### src/rtl/shift_sequencer.sv
// Multi-cycle 16-bit shifter for the execute stage. Each shift is split into
// steps of at most 2**STEP_W-1 bit positions, one step per clock.

module shift_stage #(
  parameter int WIDTH = 16,
  parameter int DIST  = 1
) (
  input  logic             en,
  input  logic [1:0]       op,
  input  logic [WIDTH-1:0] d,
  output logic [WIDTH-1:0] q
);
  always_comb begin
    q = d;
    if (en) begin
      case (op)
        2'b00:   q = {d[WIDTH-DIST-1:0], {DIST{1'b0}}};
        2'b01:   q = {{DIST{1'b0}}, d[WIDTH-1:DIST]};
        2'b10:   q = {{DIST{d[WIDTH-1]}}, d[WIDTH-1:DIST]};
        default: q = {d[WIDTH-DIST-1:0], d[WIDTH-1:WIDTH-DIST]};
      endcase
    end
  end
endmodule

module shift_sequencer #(
  parameter int WIDTH  = 16,
  parameter int STEP_W = 3
) (
  input  logic             clk,
  input  logic             rst_n,
  input  logic             in_valid,
  output logic             in_ready,
  input  logic [WIDTH-1:0] in_data,
  input  logic [3:0]       in_amt,
  input  logic [1:0]       in_op,
  output logic             out_valid,
  input  logic             out_ready,
  output logic [WIDTH-1:0] out_data,
  output logic             out_zero,
  output logic             busy
);
  localparam int AMT_W = 4;
  localparam logic [AMT_W-1:0] STEP_MAX = AMT_W'(2**STEP_W - 1);

  typedef enum logic [1:0] {IDLE, SHIFT, DONE} state_t;

  state_t                   state;
  logic [WIDTH-1:0]         work;
  logic [AMT_W-1:0]         rem;
  logic [1:0]               op;
  logic [STEP_W-1:0]        step;
  logic [AMT_W-1:0]         rem_nxt;
  logic [STEP_W:0][WIDTH-1:0] stg;

  assign step    = (rem > STEP_MAX) ? STEP_MAX[STEP_W-1:0] : rem[STEP_W-1:0];
  assign rem_nxt = rem - {{(AMT_W-STEP_W){1'b0}}, step};

  // Log shifter: stage i moves by 2**i when step bit i is set. Every stage
  // applies the same op, so SRA/ROL compose exactly across stages and cycles.
  assign stg[0] = work;
  generate
    for (genvar i = 0; i < STEP_W; i++) begin : g_stage
      shift_stage #(.WIDTH(WIDTH), .DIST(1 << i)) u_stage (
        .en (step[i]),
        .op (op),
        .d  (stg[i]),
        .q  (stg[i+1])
      );
    end
  endgenerate

  assign in_ready = (state == IDLE);
  assign busy     = (state != IDLE);

  always_ff @(posedge clk) begin
    if (!rst_n) begin
      state     <= IDLE;
      work      <= '0;
      rem       <= '0;
      op        <= '0;
      out_valid <= 1'b0;
      out_data  <= '0;
      out_zero  <= 1'b0;
    end else begin
      case (state)
        IDLE: begin
          if (in_valid) begin
            work <= in_data;
            rem  <= in_amt;
            op   <= in_op;
            if (in_amt == '0) begin
              state     <= DONE;
              out_valid <= 1'b1;
              out_data  <= in_data;
              out_zero  <= (in_data == '0);
            end else begin
              state <= SHIFT;
            end
          end
        end
        SHIFT: begin
          work <= stg[STEP_W];
          rem  <= rem_nxt;
          // Result registers load on the final step so out_valid rises on DONE entry.
          if (rem_nxt == '0) begin
            state     <= DONE;
            out_valid <= 1'b1;
            out_data  <= stg[STEP_W];
            out_zero  <= (stg[STEP_W] == '0);
          end
        end
        DONE: begin
          if (out_ready) begin
            state     <= IDLE;
            out_valid <= 1'b0;
          end
        end
        default: state <= IDLE;
      endcase
    end
  end
endmodule

### config.mk
export PLATFORM = sky130hd
export DESIGN_NAME = shift_sequencer
export DESIGN_NICKNAME = d
export VERILOG_FILES = /design/src/rtl/shift_sequencer.sv
export SDC_FILE = /design/constraint.sdc
export NUM_CORES = 1
export LEC_CHECK = 0
export ABC_AREA = 1
export CORE_UTILIZATION = 35
export DETAILED_ROUTE_END_ITERATION = 8
export PLACE_DENSITY_LB_ADDON = 0.3
export SLEW_MARGIN = 30
export SYNTH_ARGS = -nofsm -noshare
export SYNTH_HDL_FRONTEND = slang
export SYNTH_SLANG_ARGS = --single-unit
### constraint.sdc
create_clock -name clk -period 2.3 [get_ports clk]
set_clock_uncertainty 0.1 [all_clocks]
set_input_delay 0.46 -clock clk [delete_from_list [all_inputs] [get_ports clk]]
set_output_delay 0.46 -clock clk [all_outputs]
set_load 0.1 [all_outputs]
==> summary.txt, run 1 <==
Run status
  – Status: finished, final reports clean

Timing
  – Setup-failing EPs final: 0
  – Final period util: 92.6%
  – Peak Freq: 469 MHz
  – Hold Fails Final Rpt: 0
  – RSZ-0062 raised after global routing: no
  – Crit path time final: 2.13 ns
  – Max-slew violation count: 0
  – Slew @ Worst Pin: 0.515 ns
  – Hold Slack: 0.378 ns
  – Relative slew slack: ~66%

Clock tree
  – Worst skew pair latency: about 0.30 ns
  – Post-CTS Hold Fix Bufs: 0
  – # clock sinks: 42
  – CTS tree: done
  – Num CTS Buffers: 5
  – CTS H-tree depth: 2
  – Post-CTS setup buffers: 0
  – Worst-case clock buffer depth: 2
  – Clk Tree Root Cell: clkbuf_8
  – Clock-pin slew on the worst setup and hold paths: around 0.08 ns

Yosys
  – Mapped Area: 3340 um^2
  – Synth Area in Simple Gates: 46.2%
  – Post-synth EDFFs: 0
  – Synth Area in Adders: less than 1%
  – Post-synth top flop: dfxtp_1
  – Synth top area cells: dfxtp_1, nand3_1, nand2_1
  – Syn_area_per_cell: 5.94 um^2
  – Main combinational cell family by area after synthesis: simple AND/OR/NAND/NOR gates
  – Multiplexer area fraction after synthesis: 0%
  – Seq/Total Area, Yosys: about a quarter
  – Post-synth top area share: 25.2%
  – Synth Area in XOR/XNOR: less than 1%
  – Synthesis-stage register bit count: 42
  – Synth cell types: 30
  – Yosys warns: 0
  – Compound-Gate Fraction of Synth Area: 16.0%
  – Cells after synthesis: 562
  – Area leader, netlist: dfxtp_1
  – Syn Nets: about 590
  – Async SR Flop Fraction: 0%

Route
  – Routed vias/inst: 5.34
  – Vias: 3949
  – DRC errors left: 0
  – Final WL: 10.8 mm
  – First-iteration detailed-routing DRC count: about 400
  – DRT Pass-1 Iters: 5
  – Routed length per placed instance: 14.6 um
  – Post-DRT Antenna Nets: 0

Floorplanning
  – Die W: between 90 and 100 um
  – Core ar.: about 9000 um^2
  – DIE HEIGHT: 99.7 um
  – Row Count: 35
  – IO Pins: 46
  – Die Footprint: roughly 10000 um^2
  – Initial core utilization: between 30% and 40%

Cells and area
  – Fill count: around 990
  – Final net count: around 640
  – Diodes inserted: 0
  – Layout cells sized above 1: 15.4%
  – Area delta synth->final: 24.7%
  – Area of the multi-input gates: 2130 um^2
  – Post-layout util: 45.1%
  – Sequential Area: 851 um^2

Setup path
  – CP Launch Type: flop
  – Slowest stage cell on the critical path: dfxtp_4
  – CP endpoint kind: flop
  – Max stage delay on crit path: 0.37 ns
  – Worst path bufs/invs: 2
  – Cell family with most CP delay: simple AND/OR/NAND/NOR gates
  – CP cell instances: inv_2 -> nand2_2 -> buf_12 -> or2_2 -> nand3_1 -> nand3_1 -> nand3_1 -> nand2_1 -> nand2_1 -> nand2_2 -> nor2_1 -> nand2_1 -> nor2_1 -> nand2_1 -> a21oi_1
  – CP required: 2.43 ns
  – Setup CP Type: flop to flop
  – Worst Path Arrival: between 2 and 2.5 ns
  – Critical path's most frequent cell: nand2_1
  – Critical-path maximum fanout: 24

Global route
  – Initial antenna violation count: 0
  – First-pass GRT wire length: about 18 mm
  – Largest net degree at the start of global routing: 29
  – Total grt overflow: 0
  – Number of global-route vias before repair: 3588
  – Total track usage: 22.2%

Worst hold path
  – Path type of the worst min-delay path: flop to flop

Placed design
  – Port bufs: 45
  – DP Wirelength: 8.39 mm
  – Gp weighted congestion: 0.958

Run
  – Max-cap violations: 0
[per-stage QoR]
step / TNS, ns / std cells / setup WS (ns) / instance area, um^2
2_1_floorplan: -2.66 / 562 / -0.183 / 3370
3_3_place_gp: -0.0000460 / 732 / -0.0000460 / 4040
3_5_place_dp: -0.167 / 732 / -0.0521 / 4040
4_1_cts: 0 / 740 / 0.0621 / 4130
5_1_grt: 0 / 740 / 0.00425 / 4160
6_report: 0 / 740 / 0.170 / 4160
[path summary, 6_finish.rpt]
kind / from / endpoint / slack [ns] / cells past startpoint
max: rem[3]$_SDFFE_PN0P_ / out_zero$_SDFFE_PN0P_ / 0.17 / 15
min: out_valid$_SDFFE_PN0P_ / out_valid$_SDFFE_PN0P_ / 0.38 / 2
max reg2reg: rem[3]$_SDFFE_PN0P_ / out_zero$_SDFFE_PN0P_ / 0.17 / 15
min reg2reg: out_valid$_SDFFE_PN0P_ / out_valid$_SDFFE_PN0P_ / 0.38 / 2
[per-layer routing]
layer  routed length [um]  global-route usage, %  share of wire (%)  vias to the layer above
li1                     -                      -                  -                     1971
met1                 5030                   31.0                 47                     1791
met2                 4990                   36.1                 46                      164
met3                  569                   1.83                5.3                       23
met4                  187                   6.67                1.7                        0
met5                    0                      0                  0                        -
[flip-flops by register name, indices dropped and copies added, names as in the netlist]
signal	count
work	16
rem	4
out_data	16
state	2
out_zero	1
out_valid	1
op	2
[cells in the mapped netlist, types with 7 or more instances]
| cell | number |
|---|---|
| nand2_1 | 145 |
| dfxtp_1 | 42 |
| nand3_1 | 124 |
| buf_4 | 7 |
| inv_2 | 7 |
| a21oi_1 | 26 |
| o21ai_0 | 41 |
| o211ai_1 | 22 |
| clkbuf_1 | 14 |
| nor2_1 | 29 |
| nand3_2 | 8 |
| inv_1 | 54 |
[kinds of logic (layout without fill, tap and decap cells)]
family,after synthesis,in the layout
and+or+nand+nor,332,332
AOI/OAI and AO/OA,94,94
buffers and inverters,92,141
DFF,42,42
adders and majority gates,1,1
xor gates and xnor gates,1,1
[timing repair]
item | in CTS | in global routing
resized for setup | 1 | 13
pin swaps | 0 | 1
hold endpoints to repair | 0 | 0
endpoints found under the setup margin | 2 | 26
gates cloned | 0 | 0
[worst reg2reg max path, cell delays in order (launching register included)]
cell	delay, ns
dfxtp_4	0.37
inv_2	0.07
nand2_2	0.06
buf_12	0.16
or2_2	0.33
nand3_1	0.13
nand3_1	0.09
nand3_1	0.10
nand2_1	0.06
nand2_1	0.06
nand2_2	0.08
nor2_1	0.13
nand2_1	0.07
nor2_1	0.08
nand2_1	0.05
a21oi_1	0.11
[layout by cell type (no fill, tap or decap), types with 5 or more instances in the layout]
cell type        synthesis  routed
clkbuf_8                 0       6
dfxtp_1                 42      38
o21ai_1                  0      10
o211ai_1                22      22
nand2_2                  6       7
nand3_1                124     122
clkdlybuf4s50_1          0      25
a21oi_1                 26      26
nand3_2                  8      10
inv_1                   54      53
nor4_1                   5       5
o21ai_0                 41      31
buf_12                   0       7
nand2_1                145     144
buf_4                    7      39
nor2_1                  29      27
inv_2                    7       6
[final cells by class]
class,instances,area share (%)
sequential,42,20.4
clock buffer,7,2.07
multi-input combinational,428,51.2
tap,129,3.88
timing repair buffer,71,16.4
clock inverter,1,0.210
inverter,62,5.74
Power of run 1 is not shown: default switching activity piles up to over one toggle a cycle in this logic, so the estimate is an artifact.
==> run 2: changes to the inputs <==
- CORE_UTILIZATION: 35 -> 30
==> summary.txt, run 2 (synthesis results as in run 1) <==
Timing
  – Crit path time final: 2.17 ns (+0.0394 ns)
  – Max-slew violation count: 0 (unchanged)
  – Setup-failing EPs final: 0 (unchanged)
  – Relative slew slack: 65.2% (-0.46 points)
  – Hold Fails Final Rpt: 0 (unchanged)
  – Slew @ Worst Pin: 0.517 ns (+0.00267 ns)
  – Peak Freq: 461 MHz (-1.8%)
  – RSZ-0062 raised after global routing: yes
  – Final period util: 94.3% (+1.7 points)

Clock tree
  – CTS H-tree depth: 2 (unchanged)
  – Worst-case clock buffer depth: 2 (unchanged)
  – Clock-pin slew on the worst setup and hold paths: 0.08 ns (about the same)
  – CTS tree: done
  – Worst skew pair latency: 0.31 ns (about the same)
  – Post-CTS setup buffers: 0 (unchanged)
  – # clock sinks: 42 (unchanged)
  – Clk Tree Root Cell: clkbuf_8
  – Num CTS Buffers: 5 (unchanged)

Global route
  – Total grt overflow: 0 (unchanged)
  – Met1 GRT Util: 26.4% (-4.6 points)
  – First-pass GRT wire length: 18.7 mm (+6.1%)
  – Met3 usage: 4.36% (+2.5 points)
  – Largest net degree at the start of global routing: 29 (unchanged)
  – Initial antenna violation count: 0 (unchanged)
  – Number of global-route vias before repair: 3758 (+4.7%)
  – Grt met2 use: 33.8% (-2.3 points)
  – Total track usage: 20.9% (-1.3 points)
  – Busiest layer in global routing: met2

Floorplanning
  – DIE HEIGHT: 108 um (+7.9%)
  – Die W: 108 um (+7.9%)
  – Initial core utilization: 30.8% (-5.3 points)
  – Die Footprint: 11600 um^2 (+16%)
  – Row Count: 38 (+8.6%)
  – Core ar.: 10800 um^2 (+17%)
  – IO Pins: 46 (unchanged)

Route
  – DRT Pass-1 Iters: 5 (unchanged)
  – Vias: 4008 (+1.5%)
  – Routed vias/inst: 5.28 (-1.0%)
  – DRC errors left: 0 (unchanged)
  – First-iteration detailed-routing DRC count: 279 (-30%)
  – Routed length per placed instance: 15.3 um (+4.8%)
  – Final WL: 11.6 mm (+7.5%)
  – Post-DRT Antenna Nets: 0 (unchanged)

Setup path
  – CP endpoint kind: flop
  – R2R cell count: 14 (-1)
  – Critical-path maximum fanout: 20 (-17%)
  – Setup CP Type: flop to flop
  – Worst Path Arrival: 2.28 ns (+0.02 ns)
  – Worst R2R End: work[3]$_SDFFE_PN0P_
  – Critical path endpoint: work[3]$_SDFFE_PN0P_
  – CP Launch Type: flop
  – Crit path from: rem[3]$_SDFFE_PN0P_
  – CP required: 2.41 ns (-0.02 ns)
  – Critical R2R Launch: rem[3]$_SDFFE_PN0P_
  – R2R setup slack: 0.13 ns (-0.04 ns)

Cells and area
  – Final net count: 645 (+1.3%)
  – Diodes inserted: 0 (unchanged)
  – Highest-count cells in the layout ignoring fill and taps: nand2_1, nand3_1, inv_1
  – Commonest non-fill, non-tap cell in the layout: nand2_1
  – Area delta synth->final: 26.6%
  – Cell Count, Final, Fillers Out: 759 (+2.6%)
  – Layout cells sized above 1: 17.0% (+1.6 points)
  – Fill count: 1171 (+19%)
  – Top Registers: out_data (16), work (16), rem (4)

Run
  – Max-cap violations: 0 (unchanged)

Placed design
  – DP Cell Count: 751 (+2.6%)
  – Gp weighted congestion: 1.01 (+5.3%)
  – Port bufs: 45 (unchanged)
  – DP Wirelength: 9.19 mm (+9.5%)

Worst hold path
  – Path type of the worst min-delay path: flop to flop

Run status
  – Status: finished, final reports clean
[run 2: what timing repair did]
action,CTS,global route
hold buffers,0,0
pin swaps,0,0
resized for setup,1,16
setup endpoints to repair,2,25
[run 2: worst max-delay path, stage by stage, from the launching register on]
cell and delay [ns]:
dfxtp_2 0.36, inv_2 0.07, nand2_2 0.06, buf_12 0.15
or2_2 0.32, nand3_1 0.12, nand3_1 0.10, nand3_1 0.10
nand2_1 0.06, nand2_1 0.07, nand2_2 0.10, nand2_1 0.08
o21ai_0 0.15, o21ai_0 0.18, inv_1 0.05
[run 2: routing by layer]
metal  up-vias  wire length, um  part of all wire [%]
met4         0              368                   3.2
met5         -                0                     0
li1       1986                -                     -
met1      1840             5020                    43
met3        23              817                   7.1
met2       159             5370                    46
[run 2: cell type report]
type                            instances  area, um^2  area share (%)
Clock buffer                            6        82.6            1.95
Sequential cell                        42         850            20.1
Clock inverter                          2        12.5           0.296
Timing Repair Buffer                   79         722            17.1
Tap cell                              140         175            4.14
Multi-Input combinational cell        428        2140            50.7
Inverter                               62         241            5.71
[run 2: worst min-delay path by stage]
| stage | cells past startpoint | startpoint | endpoint | slack, ns |
|---|---|---|---|---|
| after global placement | 2 | out_valid$_SDFFE_PN0P_ | out_valid$_SDFFE_PN0P_ | 0.37 |
| after global routing | 2 | out_valid$_SDFFE_PN0P_ | out_valid$_SDFFE_PN0P_ | 0.39 |
| final | 2 | out_valid$_SDFFE_PN0P_ | out_valid$_SDFFE_PN0P_ | 0.36 |
| after floorplan | 2 | work[0]$_SDFFE_PN0P_ | work[0]$_SDFFE_PN0P_ | 0.39 |
| after detailed placement | 2 | out_valid$_SDFFE_PN0P_ | out_valid$_SDFFE_PN0P_ | 0.36 |
| after CTS | 2 | out_valid$_SDFFE_PN0P_ | out_valid$_SDFFE_PN0P_ | 0.37 |
[run 2: per-stage QoR]
stage / worst slack, ns / TNS [ns] / instance area, um^2 / hold WS, ns / util [%]
global route: -0.0172 / -0.0217 / 4230 / 0.393 / 39.0
floorplan: -0.183 / -2.66 / 3370 / 0.390 / -
CTS: 0.0230 / 0 / 4180 / 0.370 / 38.6
finish: 0.131 / 0 / 4230 / 0.365 / 39.0
detailed placement: -0.0307 / -0.185 / 4080 / 0.356 / 37.7
global placement: 0.00564 / 0 / 4080 / 0.368 / 37.7
Power of run 2 is left out for the same reason.
==> run 3: changes to the inputs <==
- SYNTH_HIERARCHICAL: default -> 1
==> summary.txt, run 3 <==
Timing
  – Final period util: 105% (+11 points)
  – Peak Freq: 414 MHz (-10%)
  – Setup_tns: -0.230 ns (-0.230 ns)
  – Max-slew violation count: 0 (unchanged)
  – RSZ-0062 raised after global routing: yes
  – Relative slew slack: 68.5% (+3.3 points)
  – Setup slack after layout: -0.117 ns (-0.247 ns)
  – Slew @ Worst Pin: 0.471 ns (-0.0461 ns)
  – Setup-failing EPs final: 4 (+4)
  – Hold Fails Final Rpt: 0 (unchanged)
  – Crit path time final: 2.42 ns (+0.247 ns)

Yosys
  – Synth Area in Adders: 0.342% (-0.033 points)
  – Post-synth top flop: dfxtp_1
  – Seq/Total Area, Yosys: 23.0% (-2.2 points)
  – Syn Nets: 674 (+14%)
  – Synth Area in XOR/XNOR: 0% (-0.26 points)
  – Cells after synthesis: 647 (+15%)
  – Most frequent cells after synthesis: nand2_1, nand3_1, inv_1, nor2_1, a21oi_1
  – Multiplexer area fraction after synthesis: 0% (unchanged)
  – Post-synth EDFFs: 0 (unchanged)
  – Async SR Flop Fraction: 0% (unchanged)
  – Synth top area cells: dfxtp_1, nand2_1, nand3_1
  – Mapped Area: 3660 um^2 (+9.7%)
  – Syn_area_per_cell: 5.66 um^2 (-4.7%)
  – Compound-Gate Fraction of Synth Area: 13.0% (-3.0 points)
  – Synth cell types: 29 (-3.3%)
  – Yosys warns: 6 (+6)
  – Synth Area in Simple Gates: 46.6% (+0.41 points)
  – Area leader, netlist: dfxtp_1
  – Most common cell in the synthesized netlist: nand2_1
  – Synthesis-stage register bit count: 42 (unchanged)
  – Main combinational cell family by area after synthesis: simple AND/OR/NAND/NOR gates
  – Post-synth top area share: 23.0% (-2.2 points)

Run status
  – Failing checks: negative setup slack
  – Status: finished, violations left

Global route
  – Total grt overflow: 0 (unchanged)
  – Number of global-route vias before repair: 4102 (+9.2%)
  – Grt met2 use: 34.0% (+0.25 points)
  – First-pass GRT wire length: 19.9 mm (+6.4%)
  – Met3 usage: 2.54% (-1.8 points)
  – Largest net degree at the start of global routing: 33 (+14%)
  – Met1 GRT Util: 26.2% (-0.24 points)
  – Total track usage: 19.7% (-1.1 points)
  – Initial antenna violation count: 0 (unchanged)
  – Busiest layer in global routing: met2

Setup path
  – Worst R2R End: out_zero$_SDFFE_PN0P_
  – Worst Path Arrival: 2.50 ns (+0.22 ns)
  – Critical R2R Launch: op[0]$_SDFFE_PN0P_
  – Critical-path maximum fanout: 6 (-70%)
  – CP required: 2.39 ns (-0.02 ns)
  – Critical path endpoint: out_zero$_SDFFE_PN0P_
  – R2R cell count: 19 (+5)
  – CP Launch Type: flop
  – Setup CP Type: flop to flop
  – R2R setup slack: -0.12 ns (-0.25 ns)
  – Crit path from: op[0]$_SDFFE_PN0P_
  – CP endpoint kind: flop

Power
  – Pwr Density: 1010 nW/um^2
  – Pleak: ~0.0027 uW
  – Clock Power Share: 12.2%
  – Peak VDD IR: 0.632 mV
  – Switching Fraction: around 52%
  – Comb pwr share: approximately 70%
  – Internal power: 2730 uW
  – Register share of total power: between 10% and 20%
  – P_sw: approximately 2900 uW

Floorplanning
  – Die Footprint: 12700 um^2 (+9.5%)
  – DIE HEIGHT: 112 um (+4.6%)
  – Die W: 112 um (+4.6%)
  – IO Pins: 46 (unchanged)
  – Initial core utilization: 31.4% (+0.60 points)
  – Row Count: 39 (+2.6%)
  – Core ar.: 11700 um^2 (+7.6%)

Cells and area
  – Layout cells sized above 1: 41.8% (+25 points)
  – Top Registers: out_data (16), work (16), rem (4)
  – Final net count: 784 (+22%)
  – Cell Count, Final, Fillers Out: 901 (+19%)
  – Area delta synth->final: 53.0%
  – Commonest non-fill, non-tap cell in the layout: nand2_1
  – Diodes inserted: 0 (unchanged)
  – Highest-count cells in the layout ignoring fill and taps: nand2_1, buf_4, inv_1

Placed design
  – DP Cell Count: 876 (+17%)
  – Port bufs: 45 (unchanged)
  – DP Wirelength: 9.35 mm (+1.8%)
  – Gp weighted congestion: 0.923 (-8.5%)

Clock tree
  – Worst-case clock buffer depth: 2 (unchanged)
  – Clock-pin slew on the worst setup and hold paths: 0.06 ns (-0.02 ns)
  – Num CTS Buffers: 5 (unchanged)
  – # clock sinks: 42 (unchanged)
  – CTS H-tree depth: 2 (unchanged)
  – CTS tree: done
  – Clk Tree Root Cell: clkbuf_16
  – Worst skew pair latency: 0.29 ns (-0.02 ns)

Route
  – DRC errors left: 0 (unchanged)
  – First-iteration detailed-routing DRC count: 295 (+5.7%)
  – Routed length per placed instance: 14.4 um (-5.4%)
  – DRT Pass-1 Iters: 5 (unchanged)
  – Post-DRT Antenna Nets: 0 (unchanged)
  – Final WL: 13.0 mm (+12%)
  – Vias: 4440 (+11%)
  – Routed vias/inst: 4.93 (-6.7%)

Worst hold path
  – Path type of the worst min-delay path: flop to flop

Run
  – Max-cap violations: 0 (unchanged)
run 3: how the worst min path moves through the flow:
stage,cells past startpoint,to,slack [ns],start
after global placement,2,out_valid$_SDFFE_PN0P_,0.36,out_valid$_SDFFE_PN0P_
after floorplan,2,rem[0]$_SDFFE_PN0P_,0.36,rem[0]$_SDFFE_PN0P_
final,2,out_valid$_SDFFE_PN0P_,0.38,out_valid$_SDFFE_PN0P_
after CTS,2,out_valid$_SDFFE_PN0P_,0.38,out_valid$_SDFFE_PN0P_
after detailed placement,2,out_valid$_SDFFE_PN0P_,0.37,out_valid$_SDFFE_PN0P_
after global routing,2,out_valid$_SDFFE_PN0P_,0.41,out_valid$_SDFFE_PN0P_
run 3: per-layer routing:
| metal | wire length [um] | vias up |
|---|---|---|
| met5 | 0 | - |
| met3 | 387 | 16 |
| met2 | 6420 | 75 |
| li1 | - | 2256 |
| met1 | 5950 | 2093 |
| met4 | 252 | 0 |
run 3: kinds of logic (layout without fill, tap and decap cells):
family | Yosys count | count (layout)
adder cells (fa/ha/maj) | 1 | 1
flip-flops | 42 | 42
buffers and inverters | 125 | 233
AO/OA/AOI/OAI | 89 | 89
AND/OR/NAND/NOR | 390 | 393
run 3: stage by stage:
stage | utilization [%] | hold slack (ns) | setup WS (ns) | cell area [um^2] | total power (uW)
after global placement | 39.4 | 0.357 | -0.418 | 4600 | 4130
after CTS | 42.4 | 0.378 | -0.151 | 4940 | 5050
final | 48.0 | 0.376 | -0.117 | 5600 | 5670
after global routing | 48.0 | 0.406 | -0.280 | 5600 | 6060
after detailed placement | 39.4 | 0.367 | -0.444 | 4600 | 4150
after floorplan | - | 0.363 | 0.00230 | 3670 | 3150
run 3: power groups by stage:
| stage | Combinational, uW | Clock [uW] | Sequential, uW |
|---|---|---|---|
| final | 3970 | 693 | 1010 |
| after global routing | 4290 | 745 | 1020 |
| after CTS | 3340 | 704 | 1000 |
| after detailed placement | 3140 | 0 | 1010 |
| after global placement | 3130 | 0 | 1010 |
| after floorplan | 1670 | 0 | 1480 |
run 3: worst max-delay path: stages (launching register included):
cell and delay [ns]:
dfxtp_4 0.39, inv_6 0.09, nand2_8 0.08, buf_6 0.15, nand3_1 0.09, nand3_2 0.08
nand2_2 0.09, nand3_2 0.11, a21oi_4 0.21, nand3_2 0.09, nand2_2 0.08, inv_4 0.07
a21oi_2 0.17, inv_1 0.08, nand2_1 0.07, nor2_1 0.04, nand3_1 0.12, nand2_2 0.07
nor2_1 0.10, nor2_1 0.05
run 3: repair_timing:
action / 4_1_cts / 5_1_grt
pin swaps: 38 / 76
resized for setup: 65 / 154
cloned: 2 / 1
buffers inserted: 3 / 11
setup endpoints to repair: 31 / 33
hold buffers: 0 / 0
run 3: final cells by class:
type,count,area (um^2)
well taps,143,179
fillers,1191,6060
clock buffers,6,129
flip-flops and latches,42,848
multi-input cells,483,2900
inverters,91,368
repair buffers,134,1160
clock inverters,2,13.8
(Power assumes the default switching activity.)
